### config.mk
export PLATFORM = sky130hd
export DESIGN_NAME = ex_stage
export DESIGN_NICKNAME = d
export VERILOG_FILES = /design/src/rtl/ex_stage_pkg.sv /design/src/rtl/ex_stage_alu.sv /design/src/rtl/ex_stage.sv
export SDC_FILE = /design/constraint.sdc
export NUM_CORES = 1
export LEC_CHECK = 0
export ABC_AREA = 1
export CAP_MARGIN = 0
export CORE_MARGIN = 10
export CORE_UTILIZATION = 47
export DETAILED_ROUTE_END_ITERATION = 10
export PLACE_DENSITY = 0.82
export SLEW_MARGIN = 5
export SYNTH_ARGS = -nofsm -noshare
export SYNTH_HDL_FRONTEND = slang
export SYNTH_HIERARCHICAL = 1
export SYNTH_SLANG_ARGS = --single-unit
### constraint.sdc
create_clock -name clk -period 1 [get_ports clk]
set_input_delay 0.2 -clock clk [delete_from_list [all_inputs] [get_ports clk]]
set_output_delay 0.2 -clock clk [all_outputs]
set_load 0.05 [all_outputs]
### src/rtl/ex_stage_pkg.sv
// Shared constants and types for the Y86 execute stage: instruction codes, ALU
// and condition function codes, register IDs and the E->M pipeline payload.
package ex_stage_pkg;

  localparam int unsigned DATA_W = 32;
  localparam int unsigned CC_W   = 3;

  localparam logic [3:0] IHALT   = 4'h0;
  localparam logic [3:0] INOP    = 4'h1;
  localparam logic [3:0] IRRMOVL = 4'h2;
  localparam logic [3:0] IIRMOVL = 4'h3;
  localparam logic [3:0] IRMMOVL = 4'h4;
  localparam logic [3:0] IMRMOVL = 4'h5;
  localparam logic [3:0] IOPL    = 4'h6;
  localparam logic [3:0] IJXX    = 4'h7;
  localparam logic [3:0] ICALL   = 4'h8;
  localparam logic [3:0] IRET    = 4'h9;
  localparam logic [3:0] IPUSHL  = 4'hA;
  localparam logic [3:0] IPOPL   = 4'hB;

  typedef enum logic [1:0] {
    ALUADD = 2'd0,
    ALUSUB = 2'd1,
    ALUAND = 2'd2,
    ALUXOR = 2'd3
  } alu_fun_e;

  localparam logic [3:0] C_YES = 4'h0;
  localparam logic [3:0] C_LE  = 4'h1;
  localparam logic [3:0] C_L   = 4'h2;
  localparam logic [3:0] C_E   = 4'h3;
  localparam logic [3:0] C_NE  = 4'h4;
  localparam logic [3:0] C_GE  = 4'h5;
  localparam logic [3:0] C_G   = 4'h6;

  localparam logic [3:0] RNONE = 4'hF;

  // cc_o packing is {ZF,SF,OF}
  localparam int unsigned CC_ZF = 2;
  localparam int unsigned CC_SF = 1;
  localparam int unsigned CC_OF = 0;
  localparam logic [CC_W-1:0] CC_RESET = 3'b100;

  localparam logic [DATA_W-1:0] STACK_DEC = ~DATA_W'(3);
  localparam logic [DATA_W-1:0] STACK_INC = DATA_W'(4);

  typedef struct packed {
    logic              valid;
    logic [3:0]        icode;
    logic              cnd;
    logic [DATA_W-1:0] val_e;
    logic [DATA_W-1:0] val_a;
    logic [3:0]        dst_e;
    logic [3:0]        dst_m;
    logic              err;
  } ex_out_t;

  localparam ex_out_t EX_NOP = '{
    valid: 1'b0, icode: INOP, cnd: 1'b0, val_e: '0, val_a: '0,
    dst_e: RNONE, dst_m: RNONE, err: 1'b0
  };

  // Evaluate a jXX/cmovXX condition against a CC snapshot; unknown codes are false.
  function automatic logic cond_eval(input logic [3:0] ifun, input logic [CC_W-1:0] cc);
    logic zf, sf, of;
    zf = cc[CC_ZF];
    sf = cc[CC_SF];
    of = cc[CC_OF];
    case (ifun)
      C_YES:   cond_eval = 1'b1;
      C_LE:    cond_eval = (sf ^ of) | zf;
      C_L:     cond_eval = sf ^ of;
      C_E:     cond_eval = zf;
      C_NE:    cond_eval = ~zf;
      C_GE:    cond_eval = ~(sf ^ of);
      C_G:     cond_eval = ~(sf ^ of) & ~zf;
      default: cond_eval = 1'b0;
    endcase
  endfunction

endpackage

### src/rtl/ex_stage_alu.sv
// Combinational Y86 ALU: val_e = alu_b <op> alu_a, plus the flags the CC would take.
module ex_alu
  import ex_stage_pkg::*;
(
  input  logic [DATA_W-1:0] alu_a,
  input  logic [DATA_W-1:0] alu_b,
  input  alu_fun_e          alu_fun,
  output logic [DATA_W-1:0] val_e,
  output logic              zf,
  output logic              sf,
  output logic              of
);

  localparam int unsigned MSB = DATA_W - 1;

  always_comb begin
    val_e = '0;
    of    = 1'b0;
    case (alu_fun)
      ALUADD: begin
        val_e = alu_b + alu_a;
        of    = (alu_a[MSB] == alu_b[MSB]) && (val_e[MSB] != alu_a[MSB]);
      end
      ALUSUB: begin
        val_e = alu_b - alu_a;
        of    = (alu_b[MSB] != alu_a[MSB]) && (val_e[MSB] != alu_b[MSB]);
      end
      ALUAND: val_e = alu_b & alu_a;
      ALUXOR: val_e = alu_b ^ alu_a;
      default: val_e = '0;
    endcase
    zf = (val_e == '0);
    sf = val_e[MSB];
  end

endmodule

### src/rtl/ex_stage.sv
// Y86 execute stage: operand muxing, ALU, condition codes, Cnd evaluation and
// the registered E->M boundary with bubble/stall control.
module ex_stage
  import ex_stage_pkg::*;
(
  input  logic              clk,
  input  logic              rst,
  input  logic              id_valid,
  input  logic [3:0]        id_icode,
  input  logic [3:0]        id_ifun,
  input  logic [DATA_W-1:0] id_valA,
  input  logic [DATA_W-1:0] id_valB,
  input  logic [DATA_W-1:0] id_valC,
  input  logic [DATA_W-1:0] id_valP,
  input  logic [3:0]        id_dstE,
  input  logic [3:0]        id_dstM,
  input  logic              stall,
  input  logic              bubble,
  input  logic              cc_hold,
  output logic              ex_valid,
  output logic [3:0]        ex_icode,
  output logic              ex_cnd,
  output logic [DATA_W-1:0] ex_valE,
  output logic [DATA_W-1:0] ex_valA,
  output logic [3:0]        ex_dstE,
  output logic [3:0]        ex_dstM,
  output logic              ex_err,
  output logic [CC_W-1:0]   cc_o
);

  logic [DATA_W-1:0] alu_a, alu_b, alu_val_e;
  alu_fun_e          alu_fun;
  logic              alu_zf, alu_sf, alu_of;

  logic    op_ok, op_bad, is_cond, cond_bad, cnd_c, load;
  ex_out_t calc;
  ex_out_t out_d, out_q;
  logic [CC_W-1:0] cc_d, cc_q;

  // Operand selection; unlisted icodes leave both operands zero so val_e is zero.
  always_comb begin
    alu_a   = '0;
    alu_b   = '0;
    alu_fun = ALUADD;
    case (id_icode)
      IRRMOVL: alu_a = id_valA;
      IIRMOVL: alu_a = id_valC;
      IRMMOVL, IMRMOVL: begin
        alu_a = id_valC;
        alu_b = id_valB;
      end
      IOPL: begin
        alu_a   = id_valA;
        alu_b   = id_valB;
        alu_fun = alu_fun_e'(id_ifun[1:0]);
      end
      ICALL, IPUSHL: begin
        alu_a = STACK_DEC;
        alu_b = id_valB;
      end
      IRET, IPOPL: begin
        alu_a = STACK_INC;
        alu_b = id_valB;
      end
      default: ;
    endcase
  end

  ex_alu u_alu (
    .alu_a   (alu_a),
    .alu_b   (alu_b),
    .alu_fun (alu_fun),
    .val_e   (alu_val_e),
    .zf      (alu_zf),
    .sf      (alu_sf),
    .of      (alu_of)
  );

  // Cnd uses the CC held before this edge, so back-to-back OPs chain naturally.
  always_comb begin
    op_ok    = (id_ifun <= 4'd3);
    op_bad   = (id_icode == IOPL) && !op_ok;
    is_cond  = (id_icode == IRRMOVL) || (id_icode == IJXX);
    cond_bad = is_cond && (id_ifun > C_G);
    cnd_c    = is_cond && !cond_bad && cond_eval(id_ifun, cc_q);
    load     = !bubble && !stall;

    calc       = EX_NOP;
    calc.valid = 1'b1;
    calc.icode = id_icode;
    calc.cnd   = cnd_c;
    calc.val_e = op_bad ? '0 : alu_val_e;
    calc.val_a = id_valA;
    calc.dst_e = ((id_icode == IRRMOVL) && !cnd_c) ? RNONE : id_dstE;
    calc.dst_m = id_dstM;
    calc.err   = op_bad || cond_bad;
  end

  // Next-state: bubble > stall > load; an invalid decode slot loads a nop.
  always_comb begin
    out_d = out_q;
    cc_d  = cc_q;
    if (bubble) begin
      out_d = EX_NOP;
    end else if (!stall) begin
      out_d = id_valid ? calc : EX_NOP;
    end
    if (load && id_valid && (id_icode == IOPL) && op_ok && !cc_hold) begin
      cc_d = {alu_zf, alu_sf, alu_of};
    end
  end

  always_ff @(posedge clk or negedge rst) begin
    if (!rst) begin
      out_q <= EX_NOP;
      cc_q  <= CC_RESET;
    end else begin
      out_q <= out_d;
      cc_q  <= cc_d;
    end
  end

  assign ex_valid = out_q.valid;
  assign ex_icode = out_q.icode;
  assign ex_cnd   = out_q.cnd;
  assign ex_valE  = out_q.val_e;
  assign ex_valA  = out_q.val_a;
  assign ex_dstE  = out_q.dst_e;
  assign ex_dstM  = out_q.dst_m;
  assign ex_err   = out_q.err;
  assign cc_o     = cc_q;

  // valP is forwarded by the pipeline around this stage and is not used here.
  logic unused_valp;
  assign unused_valp = ^id_valP;

endmodule

==> reports/summary.txt, run 1 <==
Yosys Warn Count = 6
Netlist cell types = 49
Placer Congestion = 1.01
GRT repair_timing worst endpoint = cc_o[2]$_DFFE_PN1P_/D
TritonCTS Buffers = 9
Last stage = global routing
Die X-Extent = 166 µm
row cnt = 53
Total GRT Usage = 0.665
Starting Density = 0.477
commonest cells in the netlist = nand2_1 (537), inv_1 (299), nor2_1 (153)
IO Port Bufs = 199
worst_ep kind = sequential cell input
asr flop ratio synth = 1.00
die height = 166 µm
synthesized net count = 1,930
mapped cell area = 0.00999 mm²
largest net degree at the start of global routing = 47
clock buffer depth = 2
GR Overflow Total = 3
H-tree depth = 3
Top FF cell, synth = dfrtp_1
most numerous cell in the Yosys netlist = nand2_1
syn_area_per_cell = 5.83 µm²
hpwl dp = 39.5 mm
Post-Synthesis Cells = 1,714
Yosys reg bits = 82
CTS Root Buffer Type = clkbuf_16
outcome = stopped before the end
sequential share of the synthesized area = 0.207
Post-synth EDFFs = 0
Err = [ERROR GRT-0232] Routing congestion too high. Check the congestion heatmap in the GUI.
placed cell count = 2,497
clk sinks = 82
largest area contributor in the netlist = nand2_1
Synth area leaders = nand2_1 (20%), dfrtp_1 (18%), inv_1 (11%)
share of the synthesized area in the top cell type = 0.202
Ports = 232
## stage by stage
step	util	setup TNS [ns]	hold slack, ns	area, µm²	setup slack (ns)
3_5_place_dp	0.768	-123.36	0.0494	16100	-3.29
2_1_floorplan	-	-49.81	-0.0956	10400	-1.85
4_1_cts	0.854	-78.49	0.208	17900	-2.13
3_3_place_gp	0.768	-112.20	0.0458	16100	-3.13
## per-layer routing
| metal | GRT overflow | GRT usage |
|---|---|---|
| met5 | 0 | 0.345 |
| met4 | 2 | 0.646 |
| met3 | 0 | 0.576 |
| met2 | 1 | 0.810 |
| met1 | 0 | 0.634 |
## timing repair
| item | CTS |
|---|---|
| buffers inserted | 40 |
| resized for setup | 339 |
| pin swaps | 103 |
| hold buffers | 1 |
| setup endpoints to repair | 164 |
| hold endpoints to repair | 74 |
| gates cloned | 0 |
## kinds of logic after synthesis
logic type | count (synthesis) | share of synthesized area
adder cells (fa/ha/maj) | 66 | 0.0842
AO/OA/AOI/OAI | 249 | 0.144
buffers and inverters | 386 | 0.164
AND/OR/NAND/NOR | 928 | 0.398
flip-flops | 82 | 0.207
XOR/XNOR | 3 | 0.00263
==> run 2: changes to the inputs <==
CORE_UTILIZATION = 37   (was 47)
PLACE_DENSITY = not set   (was 0.82)
PLACE_DENSITY_LB_ADDON = 0.15   (was not set)
clock period = 1.3 ns   (was 1 ns; I/O delays follow)
==> reports/summary.txt, run 2 <==
clk_skew = 0.0171 ns
H-tree depth = 3 (unchanged)
PnR worst setup slack = -1.98 ns
Hold Violations, Final = 0
Post-Route WL = 46.6 mm
Worst-Skew Late Latency = 0.36 ns
largest family of logic cells by synthesized area = simple AND/OR/NAND/NOR gates
setup violators final = 49
hpwl dp = 37.4 mm (-5.4%)
Starting DRT DRC Count = 868
clk slew on worst S/H paths = 0.09 ns
Post-synth EDFFs = 0 (unchanged)
Top FF cell, synth = dfrtp_1
placed cell count = 2,574 (+3.1%)
Slew Viols, Final = 0
core region area = 0.0267 mm²
Post-Synth Adder-Cell Area = 0.0842 (unchanged)
Netlist cell types = 49 (unchanged)
NumNets Final = 2,519
Wirelength per Cell = 17.6 µm
Die X-Extent = 184 µm (+11%)
Detail Route Antenna Nets = 0
total power draw = 15.1 mW
initial antenna violation count = 0
post-layout minimum cycle time = 3.28 ns
Yosys Warn Count = 6 (unchanged)
Starting Density = 0.374 (-0.103)
syn_area_per_cell = 5.83 µm² (unchanged)
CTS Root Buffer Type = clkbuf_16
FMAX = 305 MHz
Synth Area in Simple Gates = 0.398 (unchanged)
Vias/cell = 5.01
maxcap violations = 0
power per cell area = 801 mW/mm²
unrepaired setup endpoints after global routing = true
Setup Crit Path Kind = input port to flip-flop
sequential share of the synthesized area = 0.207 (unchanged)
clock buffer depth = 2 (unchanged)
Total GRT Usage = 0.266
complex-gate fraction of the synthesized area = 0.144 (unchanged)
Max FO, Critical Path = 5
outcome = finished, violations left
CP arrival = 3.56 ns
Placer Congestion = 1.00 (-0.57%)
Slew HR = 0.665
row cnt = 60 (+13%)
synthesized net count = 1,930 (unchanged)
largest area contributor in the netlist = nand2_1
Ports = 232 (unchanged)
hold crit path type = input port to asynchronous set/reset pin
most frequent cells in the layout = nand2_1 (399), buf_4 (364), inv_1 (257)
Critical Path End Type = flip-flop
leakage = 9.47 nW
Post-Synthesis Cells = 1,714 (unchanged)
IO Port Bufs = 199 (unchanged)
full die area = 0.0340 mm²
final hold slack = 0.268 ns
TritonCTS Buffers = 9 (unchanged)
Setup crit start kind = input port
final std cells w/o fill = 2,649
n_diodes = 0
WP data required = 1.58 ns
clk sinks = 82 (unchanged)
vias in the first global route = 13,157
Area growth syn-to-layout = 89.2%
Worst VDD drop = 0.701 mV
first-pass GRT wire length = 71.0 mm
TritonRoute pass-1 iters = 5
fillers = 2,210
drc violations = 0
most numerous cell in the Yosys netlist = nand2_1
Synth area leaders = nand2_1 (20%), dfrtp_1 (18%), inv_1 (11%)
commonest non-fill, non-tap cell in the layout = nand2_1
final core utilization = 0.707
final worst-path cycle share = 2.52
largest net degree at the start of global routing = 48
CTS tree = yes
failing checks = negative setup slack
GR Overflow Total = 0
mapped cell area = 0.00999 mm² (unchanged)
die height = 184 µm (+11%)
XOR/XNOR share of the synthesized area = 0.00263 (unchanged)
multiplexer share of the synthesized area = 0 (unchanged)
asr flop ratio synth = 1.00 (unchanged)
Worst-Margin Slew = 0.502 ns
layout cell share with drive strength beyond 1 = 0.445
DR vias = 13,279
commonest cells in the netlist = nand2_1 (537), inv_1 (299), nor2_1 (153)
Yosys reg bits = 82 (unchanged)
share of the synthesized area in the top cell type = 0.202 (unchanged)
## run 2: cell counts after synthesis
Identical to the previous run, type by type.
## run 2: cell families (layout without fill, tap and decap cells)
logic type,after synthesis,count (layout)
adders and majority gates,66,66
and+or+nand+nor,928,928
AOI/OAI and AO/OA,249,249
xor gates and xnor gates,3,3
buffers and inverters,386,980
DFF,82,82
## run 2: per-stage QoR
stage | setup WS [ns] | TNS (ns) | instance area [µm²]
finish | -1.98 | -52.78 | 18900
global route | -2.14 | -58.05 | 18900
CTS | -1.89 | -49.22 | 17800
detailed placement | -3.11 | -104.29 | 16300
global placement | -3.14 | -101.33 | 16300
floorplan | -1.61 | -39.99 | 10400
## run 2: layer usage
metal / global-route usage / wire length, µm
met1: 0.347 / 20000
met2: 0.418 / 21100
met3: 0.0693 / 4320
met4: 0.0810 / 1190
met5: 0 / 0
## run 2: worst max-delay path, stage by stage
cell and delay, ns:
buf_8 0.10, buf_6 0.11, o31ai_4 0.28, buf_6 0.18
clkbuf_16 0.16, buf_8 0.10, nand2_1 0.05, o211ai_1 0.15
inv_1 0.13, ha_4 0.29, buf_12 0.14, inv_2 0.10
nand2_4 0.10, nor3_1 0.21, buf_4 0.17, nand2_2 0.06
nand2_1 0.05, nand2_1 0.06, nand3_2 0.06, nand3b_1 0.21
nor2_1 0.15, nand4_1 0.14, nor2_1 0.12, inv_1 0.06
o21ai_2 0.10
## run 2: repair_timing
action,4_1_cts,5_1_grt
pin swaps,90,126
gates cloned,1,2
resized for setup,280,243
endpoints found under the setup margin,51,76
hold buffers,1,0
buffers inserted,35,28
hold endpoints to repair,34,0
## run 2: final timing paths
| check | slack, ns | cells after the start | start | to |
|---|---|---|---|---|
| max in group asynchronous | 0.46 | 3 | rst | ex_dstE[3]$_DFFE_PN1P_ |
| max | -1.98 | 25 | id_icode[3] | cc_o[2]$_DFFE_PN1P_ |
| min | 0.27 | 2 | rst | ex_valE[2]$_DFFE_PN0P_ |
| max reg2reg | -0.02 | 8 | cc_o[2]$_DFFE_PN1P_ | ex_dstE[2]$_DFFE_PN1P_ |
| min reg2reg | 0.54 | 2 | ex_icode[0]$_DFFE_PN1P_ | ex_icode[0]$_DFFE_PN1P_ |
| min in group clk | 0.29 | 4 | id_icode[2] | ex_icode[2]$_DFFE_PN0P_ |
## run 2: final cells by class
cell class	count	area (µm²)	share of cell area
clock buffer	9	225	0.0119
multi-input combinational	1246	8170	0.432
clock inverter	7	105	0.00556
sequential	82	2070	0.109
inverter	321	1230	0.0649
tap	341	427	0.0226
timing repair buffer	643	6680	0.353
## run 2: where the power goes
| part | internal (mW) | switching, mW |
|---|---|---|
| Clock | 1.72 | 1.33 |
| Combinational | 4.34 | 4.87 |
| Sequential | 2.71 | 0.163 |
Power figures use the tool's default switching activity.
